**config.mk**
```make
export PLATFORM = sky130hd
export DESIGN_NAME = mpc_qp_admm_vec_ram_1r1w_p_flat
export DESIGN_NICKNAME = d
export VERILOG_FILES = /design/src/rtl/mpc_qp_admm_vec_ram_1r1w_p_if.sv /design/src/rtl/mpc_qp_admm_vec_ram_1r1w_p.sv /design/src/flat_wrapper.sv
export SDC_FILE = /design/constraint.sdc
export NUM_CORES = 1
export LEC_CHECK = 0
export ABC_CLOCK_PERIOD_IN_PS = 4000
export CORE_UTILIZATION = 32
export DETAILED_ROUTE_END_ITERATION = 10
export DONT_BUFFER_PORTS = 1
export PLACE_DENSITY = 0.57
export SYNTH_ARGS = -nofsm -noshare
export SYNTH_HDL_FRONTEND = slang
export SYNTH_SLANG_ARGS = --single-unit
export TNS_END_PERCENT = 1
```
**constraint.sdc**
```tcl
create_clock -name clk -period 4 [get_ports clk]
set_input_delay 0 -clock clk [delete_from_list [all_inputs] [get_ports clk]]
set_output_delay 0 -clock clk [all_outputs]
set_load 0.02 [all_outputs]
```
**src/rtl/mpc_qp_admm_vec_ram_1r1w_p_if.sv**
```systemverilog
// mpc_qp_admm_vec_ram_1r1w_p_if
// Bundles the port 0 read/write and port 1 read-only signals of the ADMM
// vector RAM together with the clear handshake.
//   master : drives addresses, enables, write data and the clear pulse
//   slave  : the RAM itself; returns q0/q1, their valid strobes and busy
interface mpc_qp_admm_vec_ram_1r1w_p_if #(
  parameter int DataWidth    = 32,
  parameter int AddressWidth = 5
);
  logic [AddressWidth-1:0]  address0;
  logic                     ce0;
  logic                     we0;
  logic [DataWidth/8-1:0]   be0;
  logic [DataWidth-1:0]     d0;
  logic [DataWidth-1:0]     q0;
  logic                     q0_vld;
  logic [AddressWidth-1:0]  address1;
  logic                     ce1;
  logic [DataWidth-1:0]     q1;
  logic                     q1_vld;
  logic                     clear;
  logic                     busy;

  modport master (
    output address0, ce0, we0, be0, d0, address1, ce1, clear,
    input  q0, q0_vld, q1, q1_vld, busy
  );

  modport slave (
    input  address0, ce0, we0, be0, d0, address1, ce1, clear,
    output q0, q0_vld, q1, q1_vld, busy
  );
endinterface

```
**src/rtl/mpc_qp_admm_vec_ram_1r1w_p.sv**
```systemverilog
// mpc_qp_admm_vec_ram_1r1w_p
// Parametrised 1R1W vector RAM for the ADMM QP solver datapath.
// Port 0 reads and byte-writes, port 1 only reads. Both read paths have a
// ReadLatency-deep pipeline with a valid strobe; q holds its last value.
// A clear sequencer rewrites every word with InitValue between iterations.
//
// Ports:
//   clk    : clock, rising edge
//   reset  : synchronous, active-high
//   bus    : slave modport of mpc_qp_admm_vec_ram_1r1w_p_if
//            (address0/ce0/we0/be0/d0/q0/q0_vld, address1/ce1/q1/q1_vld,
//             clear, busy)
//
// Optional feature macro: MPC_RAM_RESET_CLEAR_EN
//   When defined, releasing reset automatically runs a full clear sequence.
module mpc_qp_admm_vec_ram_1r1w_p #(
  parameter int                   DataWidth    = 32,
  parameter int                   AddressWidth = 5,
  parameter int                   AddressRange = 24,
  parameter int                   ReadLatency  = 1,
  parameter int                   WriteMode    = 0,
  parameter logic [DataWidth-1:0] InitValue    = '0
) (
  input logic clk,
  input logic reset,
  mpc_qp_admm_vec_ram_1r1w_p_if.slave bus
);

  localparam int NumBytes = DataWidth / 8;
  localparam logic [AddressWidth:0]   RangeLimit  = (AddressWidth + 1)'(AddressRange);
  localparam logic [AddressWidth-1:0] LastAddress = AddressWidth'(AddressRange - 1);

  typedef enum logic {IDLE, CLEAR} state_t;

  state_t                  state, stateNext;
  logic [AddressWidth-1:0] clearAddr, clearAddrNext;
  logic                    clearing;

  logic [DataWidth-1:0] mem [AddressRange];

  logic                 inRange0, inRange1;
  logic                 rdIssue [2];
  logic                 wrEn0;
  logic                 collision1;
  logic [DataWidth-1:0] oldWord0, oldWord1, mergedWord0;
  logic [DataWidth-1:0] rdData [2];

  logic [DataWidth-1:0]   pipeData [2][ReadLatency];
  logic [ReadLatency-1:0] pipeVld  [2];

`ifdef MPC_RAM_RESET_CLEAR_EN
  // Remembers that reset was just held; the first cycle after it falls acts
  // as CLEAR at address 0 so busy rises immediately on reset release.
  logic initPending;

  always_ff @(posedge clk) begin
    initPending <= reset;
  end

  assign clearing = (state == CLEAR) || (initPending && !reset);
`else
  assign clearing = (state == CLEAR);
`endif

  assign bus.busy = clearing;

  always_ff @(posedge clk) begin
    if (reset) begin
      state     <= IDLE;
      clearAddr <= '0;
    end else begin
      state     <= stateNext;
      clearAddr <= clearAddrNext;
    end
  end

  // A clear request while already clearing is simply ignored.
  always_comb begin
    stateNext     = state;
    clearAddrNext = clearAddr;
    if (clearing) begin
      if (clearAddr == LastAddress) begin
        stateNext     = IDLE;
        clearAddrNext = '0;
      end else begin
        stateNext     = CLEAR;
        clearAddrNext = clearAddr + AddressWidth'(1);
      end
    end else if (bus.clear) begin
      stateNext     = CLEAR;
      clearAddrNext = '0;
    end
  end

  // Out-of-range addresses read as zero and never write.
  assign inRange0   = {1'b0, bus.address0} < RangeLimit;
  assign inRange1   = {1'b0, bus.address1} < RangeLimit;
  assign rdIssue[0] = bus.ce0 && !clearing;
  assign rdIssue[1] = bus.ce1 && !clearing;
  assign wrEn0      = rdIssue[0] && bus.we0 && inRange0;
  assign oldWord0   = inRange0 ? mem[bus.address0] : '0;
  assign oldWord1   = inRange1 ? mem[bus.address1] : '0;
  assign collision1 = wrEn0 && inRange1 && (bus.address1 == bus.address0);

  // Word as it will look after this cycle's byte-enabled write; used for
  // write-first reads on either port.
  always_comb begin
    mergedWord0 = oldWord0;
    for (int i = 0; i < NumBytes; i++) begin
      if (wrEn0 && bus.be0[i]) begin
        mergedWord0[8*i +: 8] = bus.d0[8*i +: 8];
      end
    end
  end

  assign rdData[0] = (WriteMode == 1) ? mergedWord0 : oldWord0;
  assign rdData[1] = (WriteMode == 1 && collision1) ? mergedWord0 : oldWord1;

  // Clear writes are blocked on a reset edge so an aborted clear stops at the
  // last word it fully committed before reset.
  always_ff @(posedge clk) begin
    if (clearing && !reset) begin
      mem[clearAddr] <= InitValue;
    end else if (wrEn0) begin
      for (int i = 0; i < NumBytes; i++) begin
        if (bus.be0[i]) begin
          mem[bus.address0][8*i +: 8] <= bus.d0[8*i +: 8];
        end
      end
    end
  end

  // Each stage only loads when valid data moves into it, so the last stage
  // (which drives q) holds the most recent read between accesses.
  always_ff @(posedge clk) begin
    if (reset) begin
      for (int p = 0; p < 2; p++) begin
        pipeVld[p] <= '0;
        for (int k = 0; k < ReadLatency; k++) begin
          pipeData[p][k] <= '0;
        end
      end
    end else begin
      for (int p = 0; p < 2; p++) begin
        pipeVld[p][0] <= rdIssue[p];
        if (rdIssue[p]) begin
          pipeData[p][0] <= rdData[p];
        end
        for (int k = 1; k < ReadLatency; k++) begin
          pipeVld[p][k] <= pipeVld[p][k-1];
          if (pipeVld[p][k-1]) begin
            pipeData[p][k] <= pipeData[p][k-1];
          end
        end
      end
    end
  end

  assign bus.q0     = pipeData[0][ReadLatency-1];
  assign bus.q0_vld = pipeVld[0][ReadLatency-1];
  assign bus.q1     = pipeData[1][ReadLatency-1];
  assign bus.q1_vld = pipeVld[1][ReadLatency-1];

endmodule

```
**src/flat_wrapper.sv**
```systemverilog
// flat-port wrapper written by rule: the top's interface ports become plain ports
module mpc_qp_admm_vec_ram_1r1w_p_flat 
#(
  parameter int                   DataWidth    = 32,
  parameter int                   AddressWidth = 5,
  parameter int                   AddressRange = 24,
  parameter int                   ReadLatency  = 1,
  parameter int                   WriteMode    = 0,
  parameter logic [DataWidth-1:0] InitValue    = '0
)
  (clk, reset, bus_address0, bus_ce0, bus_we0, bus_be0, bus_d0, bus_address1, bus_ce1, bus_clear, bus_q0, bus_q0_vld, bus_q1, bus_q1_vld, bus_busy);
  mpc_qp_admm_vec_ram_1r1w_p_if #(.DataWidth(DataWidth), .AddressWidth(AddressWidth)) bus_i ();
  input logic clk;
  input logic reset;
  input wire logic [$bits(bus_i.address0)-1:0] bus_address0;
  input wire logic [$bits(bus_i.ce0)-1:0] bus_ce0;
  input wire logic [$bits(bus_i.we0)-1:0] bus_we0;
  input wire logic [$bits(bus_i.be0)-1:0] bus_be0;
  input wire logic [$bits(bus_i.d0)-1:0] bus_d0;
  input wire logic [$bits(bus_i.address1)-1:0] bus_address1;
  input wire logic [$bits(bus_i.ce1)-1:0] bus_ce1;
  input wire logic [$bits(bus_i.clear)-1:0] bus_clear;
  output wire logic [$bits(bus_i.q0)-1:0] bus_q0;
  output wire logic [$bits(bus_i.q0_vld)-1:0] bus_q0_vld;
  output wire logic [$bits(bus_i.q1)-1:0] bus_q1;
  output wire logic [$bits(bus_i.q1_vld)-1:0] bus_q1_vld;
  output wire logic [$bits(bus_i.busy)-1:0] bus_busy;
  assign bus_i.address0 = bus_address0;
  assign bus_i.ce0 = bus_ce0;
  assign bus_i.we0 = bus_we0;
  assign bus_i.be0 = bus_be0;
  assign bus_i.d0 = bus_d0;
  assign bus_i.address1 = bus_address1;
  assign bus_i.ce1 = bus_ce1;
  assign bus_i.clear = bus_clear;
  assign bus_q0 = bus_i.q0;
  assign bus_q0_vld = bus_i.q0_vld;
  assign bus_q1 = bus_i.q1;
  assign bus_q1_vld = bus_i.q1_vld;
  assign bus_busy = bus_i.busy;
  mpc_qp_admm_vec_ram_1r1w_p #(.DataWidth(DataWidth), .AddressWidth(AddressWidth), .AddressRange(AddressRange), .ReadLatency(ReadLatency), .WriteMode(WriteMode), .InitValue(InitValue)) u_core (.clk(clk), .reset(reset), .bus(bus_i));
endmodule
```
==> impl_metrics.env, run 1 <==
export IMPL_status="completed"
export IMPL_yosysSeqAreaShare=0.6468
export IMPL_max_clock_path_buffers=3
export IMPL_remaining_drc_errors=0
export IMPL_fillers=11110
export IMPL_clock_sinks=840
export IMPL_cp_cell_sequence="buf_4 > or2_1 > nor4_4 > buf_4 > a22oi_1 > dlygate4sd3_1 > o211ai_2 > dlygate4sd3_1"
export IMPL_critPathLaunchType="flop"
export IMPL_ys_ff_latch=840
export IMPL_drt_iter0_markers=2578
export IMPL_ys_warn_count=0
export IMPL_max_cap_viol_count=0
export IMPL_power_density_nw_per_um2=442.5
export IMPL_synthMuxAreaShare=0.2346
export IMPL_fin_worst_skew_ns=0.03265
export IMPL_place_hpwl_mm=72.16
export IMPL_dieArea_um2=122900
export IMPL_synth_top_area_frac=0.6427
export IMPL_io_buffer_count=0
export IMPL_drv_slew=0
export IMPL_grt_pass1_vias=23410
export IMPL_clk_pin_slew_worst_paths_ns=0.06
export IMPL_slowest_stage="nor4_4"
export IMPL_final_nets=2352
export IMPL_layout_setup_ws_ns=0.05841
export IMPL_setup_violations=0
export IMPL_ioPinCount=119
export IMPL_path_buf_inv=4
export IMPL_cts_htree_levels=3
export IMPL_syn_area_per_cell_um2=17.60
export IMPL_grt_overflow=0
export IMPL_cp_required_ns=4.52
export IMPL_fin_cells=3993
export IMPL_dp_cells=3741
export IMPL_hp_class="in2reg"
export IMPL_cp_end_kind="flop"
export IMPL_total_power_mw=19.82
export IMPL_arrival_ns=4.46
export IMPL_synth_top_family_by_area="multiplexers"
export IMPL_numCtsBuffers=93
export IMPL_max_freq_ghz=0.2537
export IMPL_utilization=0.3728
export IMPL_synth_compound_area_share=0.05134
export IMPL_synth_fa_ha_area_frac=0.0003219
export IMPL_vias=22860
export IMPL_worst_pin_slew_ns=1.463
export IMPL_synth_area_leaders="edfxtp_1 (64%), mux4_2 (15%), mux2i_1 (8.6%), a22oi_1 (3.0%), nor2_1 (1.2%)"
export IMPL_clockRootBuffer="clkbuf_16"
export IMPL_setup_tns_ns=0
export IMPL_antenna_found_initial=10
export IMPL_cellLeakagePower_nw=14.20
export IMPL_grt_first_pass_wirelength_mm=171.8
export IMPL_die_w_um=350.5
export IMPL_syn_cell_area_um2=38870
export IMPL_vias_per_cell=5.726
export IMPL_final_hold_violation_count=0
export IMPL_cts_tree="done"
export IMPL_rsz0062_at_grt="no"
export IMPL_path_class="reg2reg"
export IMPL_core_um2=120100
export IMPL_yosys_area_top_type="edfxtp_1"
export IMPL_slew_headroom=0.02088
export IMPL_grt_max_degree=249
export IMPL_dp_slack_ns=0.9685
export IMPL_grt_util_all_layers=0.1968
export IMPL_synth_flop_cell="edfxtp_1"
export IMPL_cp_slowest_stage_delay_ns=1.03
export IMPL_netlist_instances=2209
export IMPL_peakVddDrop_mv=0.2876
export IMPL_wl_per_cell_um=30.51
export IMPL_drive_above_1_share=0.2309
export IMPL_die_y_um=350.5
export IMPL_fin_crit_sh=0.9854
export IMPL_period_needed_ns=3.942
export IMPL_routed_wl_mm=121.8
export IMPL_crit_fanout=16
export IMPL_ant_nets=0
export IMPL_synth_common_cells="edfxtp_1 (832), mux2i_1 (334), mux4_2 (256), a22oi_1 (157), nor2_1 (124)"
export IMPL_syn_nets=2262
export IMPL_synth_xor_area_frac=0
export IMPL_postSynth_asyncResetShare=0
export IMPL_drtPass1Iterations=5
export IMPL_syn_to_final_growth_pct=15.21
export IMPL_place_gp_congestion=0.8354
export IMPL_crit_family="buffers and inverters"
export IMPL_insertion_delay_ns=0.68
export IMPL_synth_edff_count=832
export IMPL_synthSimpleGateAreaFrac=0.04580
export IMPL_rows=127
export IMPL_postCtsSetupBuffers=0
export IMPL_ys_types=53
export IMPL_initial_core_util=0.3236
export IMPL_yosysMostFrequentCell="edfxtp_1"
export IMPL_cts_resized_gates=0
[worst reg2reg max path, stage by stage (launching register included)]
cell,delay (ns)
dfxtp_1,0.31
buf_4,0.21
or2_1,0.51
nor4_4,1.03
buf_4,0.36
a22oi_1,0.12
dlygate4sd3_1,0.60
o211ai_2,0.07
dlygate4sd3_1,0.58
[final timing paths]
kind | start | to | slack [ns] | depth (start not counted)
setup / recovery | u_core.bus.busy | u_core.pipeData[0][52] | 0.06 | 8
hold / removal | bus_d0[4] | u_core.mem[17][4] | 0.02 | 1
setup reg to reg | u_core.bus.busy | u_core.pipeData[0][52] | 0.06 | 8
hold reg to reg | u_core.clearAddr[4] | u_core.clearAddr[4] | 0.61 | 2
[flip-flops by register name, indices dropped and copies added (netlist names)]
register	count
u_core.pipeData	64
u_core.pipeVld	2
u_core.bus.busy	1
u_core.mem	768
u_core.clearAddr	5
[report_power, final]
group	total [mW]	internal (mW)	switching, mW
clock network	8.70	5.15	3.55
registers	9.93	9.76	0.170
logic	1.19	0.514	0.679
total	19.8	15.4	4.40
[logic make-up after synthesis]
kind of cell / after synthesis
multiplexers: 591
AND/OR/NAND/NOR: 351
AO/OA/AOI/OAI: 246
flip-flops: 840
buffers and inverters: 180
adder cells (fa/ha/maj): 1
[cells in the final DEF, fill, tap and decap left out, types with 6 or more instances in the layout]
cell,n
a22oi_1,157
and2_1,33
buf_4,90
bufinv_16,12
clkbuf_1,13
clkbuf_16,96
clkinv_1,18
clkinv_2,21
dfxtp_1,8
diode_2,8
dlygate4sd3_1,71
edfxtp_1,832
inv_1,7
mux2i_1,334
mux4_2,256
nand2_1,39
nand2b_1,13
nand3_1,63
nand4_1,31
nor2_1,122
nor3_1,15
nor4_4,6
o211ai_1,33
o211ai_2,30
[stage by stage]
stage / hold slack [ns] / instance area [um^2]
final: 0.02074 / 44780
after global routing: 0.04022 / 44770
after CTS: 0.0006161 / 44750
after detailed placement: 0.07778 / 40880
after global placement: 0.07488 / 40880
after floorplan: 0.1192 / 38870
[layout make-up]
cell class / instances / area, um^2 / area share
Antenna cell: 8 / 20.02 / 0.0004470
Clock buffer: 109 / 2451 / 0.05473
Clock inverter: 60 / 620.6 / 0.01386
Inverter: 9 / 35.03 / 0.0007823
Multi-Input combinational cell: 1189 / 12990 / 0.2900
Sequential cell: 840 / 25140 / 0.5615
Tap cell: 1612 / 2017 / 0.04504
Timing Repair Buffer: 166 / 1509 / 0.03369
[routing by layer]
layer	GRT usage	share of wire	up-vias
met5	0	0.00024	-
met4	0.06648	0.030	4
met3	0.05784	0.10	203
met2	0.3124	0.47	1126
met1	0.2569	0.40	12130
li1	-	-	9403
[timing repair]
item / in CTS / in global routing
hold buffers: 74 / 1
setup endpoints to repair: 0 / 2
endpoints found under the hold margin: 367 / 2
No activity file was read; power rests on OpenSTA's default activity.
==> run 2, diff against run 1 <==
Settings changed: BUFFER_PORTS_ARGS set to -buffer_cell sky130_fd_sc_hd__buf_2, DONT_BUFFER_PORTS 1 to not set, PLACE_DENSITY 0.57 to 0.58.
==> run 2 against run 1 <==
Against the previous run: routed wire length is 2.3% lower; sequential share of layout area is 0.23 points higher; final cell count is 0.78% higher; first-iteration DRC count is 0.50% lower.
==> impl_metrics.env, run 2 (synthesis results as in run 1) <==
export IMPL_crit_end="u_core.mem[6][30]"
export IMPL_remaining_drc_errors=0
export IMPL_min_from="bus_d0[6]"
export IMPL_fin_worst_skew_ns=0.02952
export IMPL_insertion_delay_ns=0.66
export IMPL_drive_above_1_share=0.2715
export IMPL_ioPinCount=119
export IMPL_rows=127
export IMPL_syn_to_final_growth_pct=14.74
export IMPL_cts_htree_levels=3
export IMPL_numCtsBuffers=90
export IMPL_cp_required_ns=4.25
export IMPL_worst_pin_slew_ns=1.280
export IMPL_place_hpwl_mm=78.04
export IMPL_final_common_cell="edfxtp_1"
export IMPL_period_needed_ns=3.282
export IMPL_total_power_mw=19.89
export IMPL_dieArea_um2=122900
export IMPL_antenna_found_initial=8
export IMPL_power_density_nw_per_um2=445.8
export IMPL_core_um2=120100
export IMPL_drt_iter0_markers=2565
export IMPL_wl_per_cell_um=29.58
export IMPL_hold_slack_ns=0.1045
export IMPL_cp_cell_sequence="nand3b_2 > nor3_4 > buf_4 > mux2i_1 > buf_4 > nor2_1"
export IMPL_path_class="reg2reg"
export IMPL_final_hold_violation_count=0
export IMPL_postCtsSetupBuffers=0
export IMPL_clockRootBuffer="clkbuf_16"
export IMPL_die_y_um=350.5
export IMPL_cts_tree="done"
export IMPL_drv_slew=0
export IMPL_setup_tns_ns=0
export IMPL_clock_sinks=840
export IMPL_initial_core_util=0.3236
export IMPL_reg_largest_list="u_core.mem x768, u_core.pipeData x64, u_core.clearAddr x5"
export IMPL_critPathLaunchType="flop"
export IMPL_layout_common_cells="edfxtp_1 (832), mux2i_1 (332), mux4_2 (256)"
export IMPL_grt_first_pass_wirelength_mm=170.0
export IMPL_critPathMostFrequentCell="buf_4"
export IMPL_r2r_end="u_core.mem[6][30]"
export IMPL_fin_crit_sh=0.8205
export IMPL_path_depth=6
export IMPL_slew_headroom=0.1438
export IMPL_vias_per_cell=5.736
export IMPL_r2r_worst_path_cells=6
export IMPL_path_buf_inv=2
export IMPL_hp_class="in2reg"
export IMPL_vias=23080
export IMPL_crit_family="simple AND/OR/NAND/NOR gates"
export IMPL_arrival_ns=3.53
export IMPL_grt_overflow=0
export IMPL_largest_reg_flops=768
export IMPL_io_buffer_count=118
export IMPL_grt_max_degree=97
export IMPL_die_w_um=350.5
export IMPL_place_gp_congestion=0.8811
export IMPL_max_clock_path_buffers=3
export IMPL_max_cap_viol_count=0
export IMPL_r2r_slack_ns=0.72
export IMPL_crit_fanout=28
export IMPL_rsz0062_at_grt="no"
export IMPL_worstReg2RegStart="u_core.bus.busy"
export IMPL_drtPass1Iterations=6
export IMPL_routed_wl_mm=119.0
export IMPL_peakVddDrop_mv=0.3258
export IMPL_grt_util_all_layers=0.1919
export IMPL_setup_violations=0
export IMPL_largest_register="u_core.mem"
export IMPL_slowest_stage="nor2_1"
export IMPL_cp_end_kind="flop"
export IMPL_status="completed"
export IMPL_max_freq_ghz=0.3047
export IMPL_grt_pass1_vias=23580
export IMPL_ant_nets=0
export IMPL_cp_slowest_stage_delay_ns=0.81
export IMPL_clk_pin_slew_worst_paths_ns=0.07
export IMPL_cellLeakagePower_nw=14.29
export IMPL_final_nets=2391
export IMPL_crit_start="u_core.bus.busy"
-- run 2: cell count changes in the layout (fill, tap and decap cells not counted), moves of 3 or more --
cell,previous run,this run
buf_2,0,114
dlygate4sd3_1,71,6
buf_4,90,77
clkinv_2,21,10
clkinvlp_4,2,11
diode_2,8,3
clkinv_1,18,14
buf_12,2,5
buf_16,3,0
buf_6,0,3
buf_8,0,3
clkbuf_16,96,93
-- run 2: worst reg2reg max path, delay by kind of cell (launching register included) --
family / cells / cell delay, ns
simple gates: 3 / 1.46
buf+inv: 2 / 0.67
flops: 1 / 0.44
mux: 1 / 0.33
-- run 2: metal layers --
layer	wire length (um)	track usage	part of all wire
met3	10210	0.03934	0.086
met2	56250	0.3069	0.47
met4	4802	0.07709	0.040
met1	47700	0.2548	0.40
met5	47	0	0.00039
-- run 2: layout make-up --
class                           count  area [um^2]
Clock inverter                     56        635.6
Tap cell                         1612         2017
Multi-Input combinational cell   1189        13000
Inverter                            9        35.03
Timing Repair Buffer              208         1388
Fill cell                       11110        75530
Sequential cell                   840        25140
Clock buffer                      107         2380
Antenna cell                        3        7.507
-- run 2: report_power, final --
group	total, mW	internal (mW)	switching, mW	leakage, nW
Sequential	9.81	9.75	0.0624	7.36
Clock	8.58	5.04	3.54	1.44
Combinational	1.49	0.539	0.954	5.50
-- run 2: worst min path at each step --
stage | endpoint | slack, ns | cells after the start
floorplan | u_core.pipeVld[0][1] | 0.12 | 2
global placement | u_core.pipeVld[0][1] | 0.28 | 3
detailed placement | u_core.pipeVld[0][1] | 0.29 | 3
CTS | u_core.mem[17][6] | 0.11 | 2
global route | u_core.mem[17][6] | 0.17 | 2
finish | u_core.mem[17][6] | 0.10 | 2
-- run 2: per-stage QoR --
step                      instance area, um^2  std cells    util  setup WS (ns)
after CTS                               44600       4021  0.3712         0.7338
after global routing                    44600       4022  0.3712         0.6175
final                                   44600       4024  0.3713         0.7181
after global placement                  41490       3850  0.3454         0.2823
after floorplan                         38870       2209       -          1.755
after detailed placement                41520       3852  0.3456         0.7618
-- run 2: repair_timing --
| item | 4_1_cts | 5_1_grt |
|---|---|---|
| hold endpoints to repair | 12 | 0 |
| resized for setup | 0 | 0 |
| hold buffers | 6 | 0 |
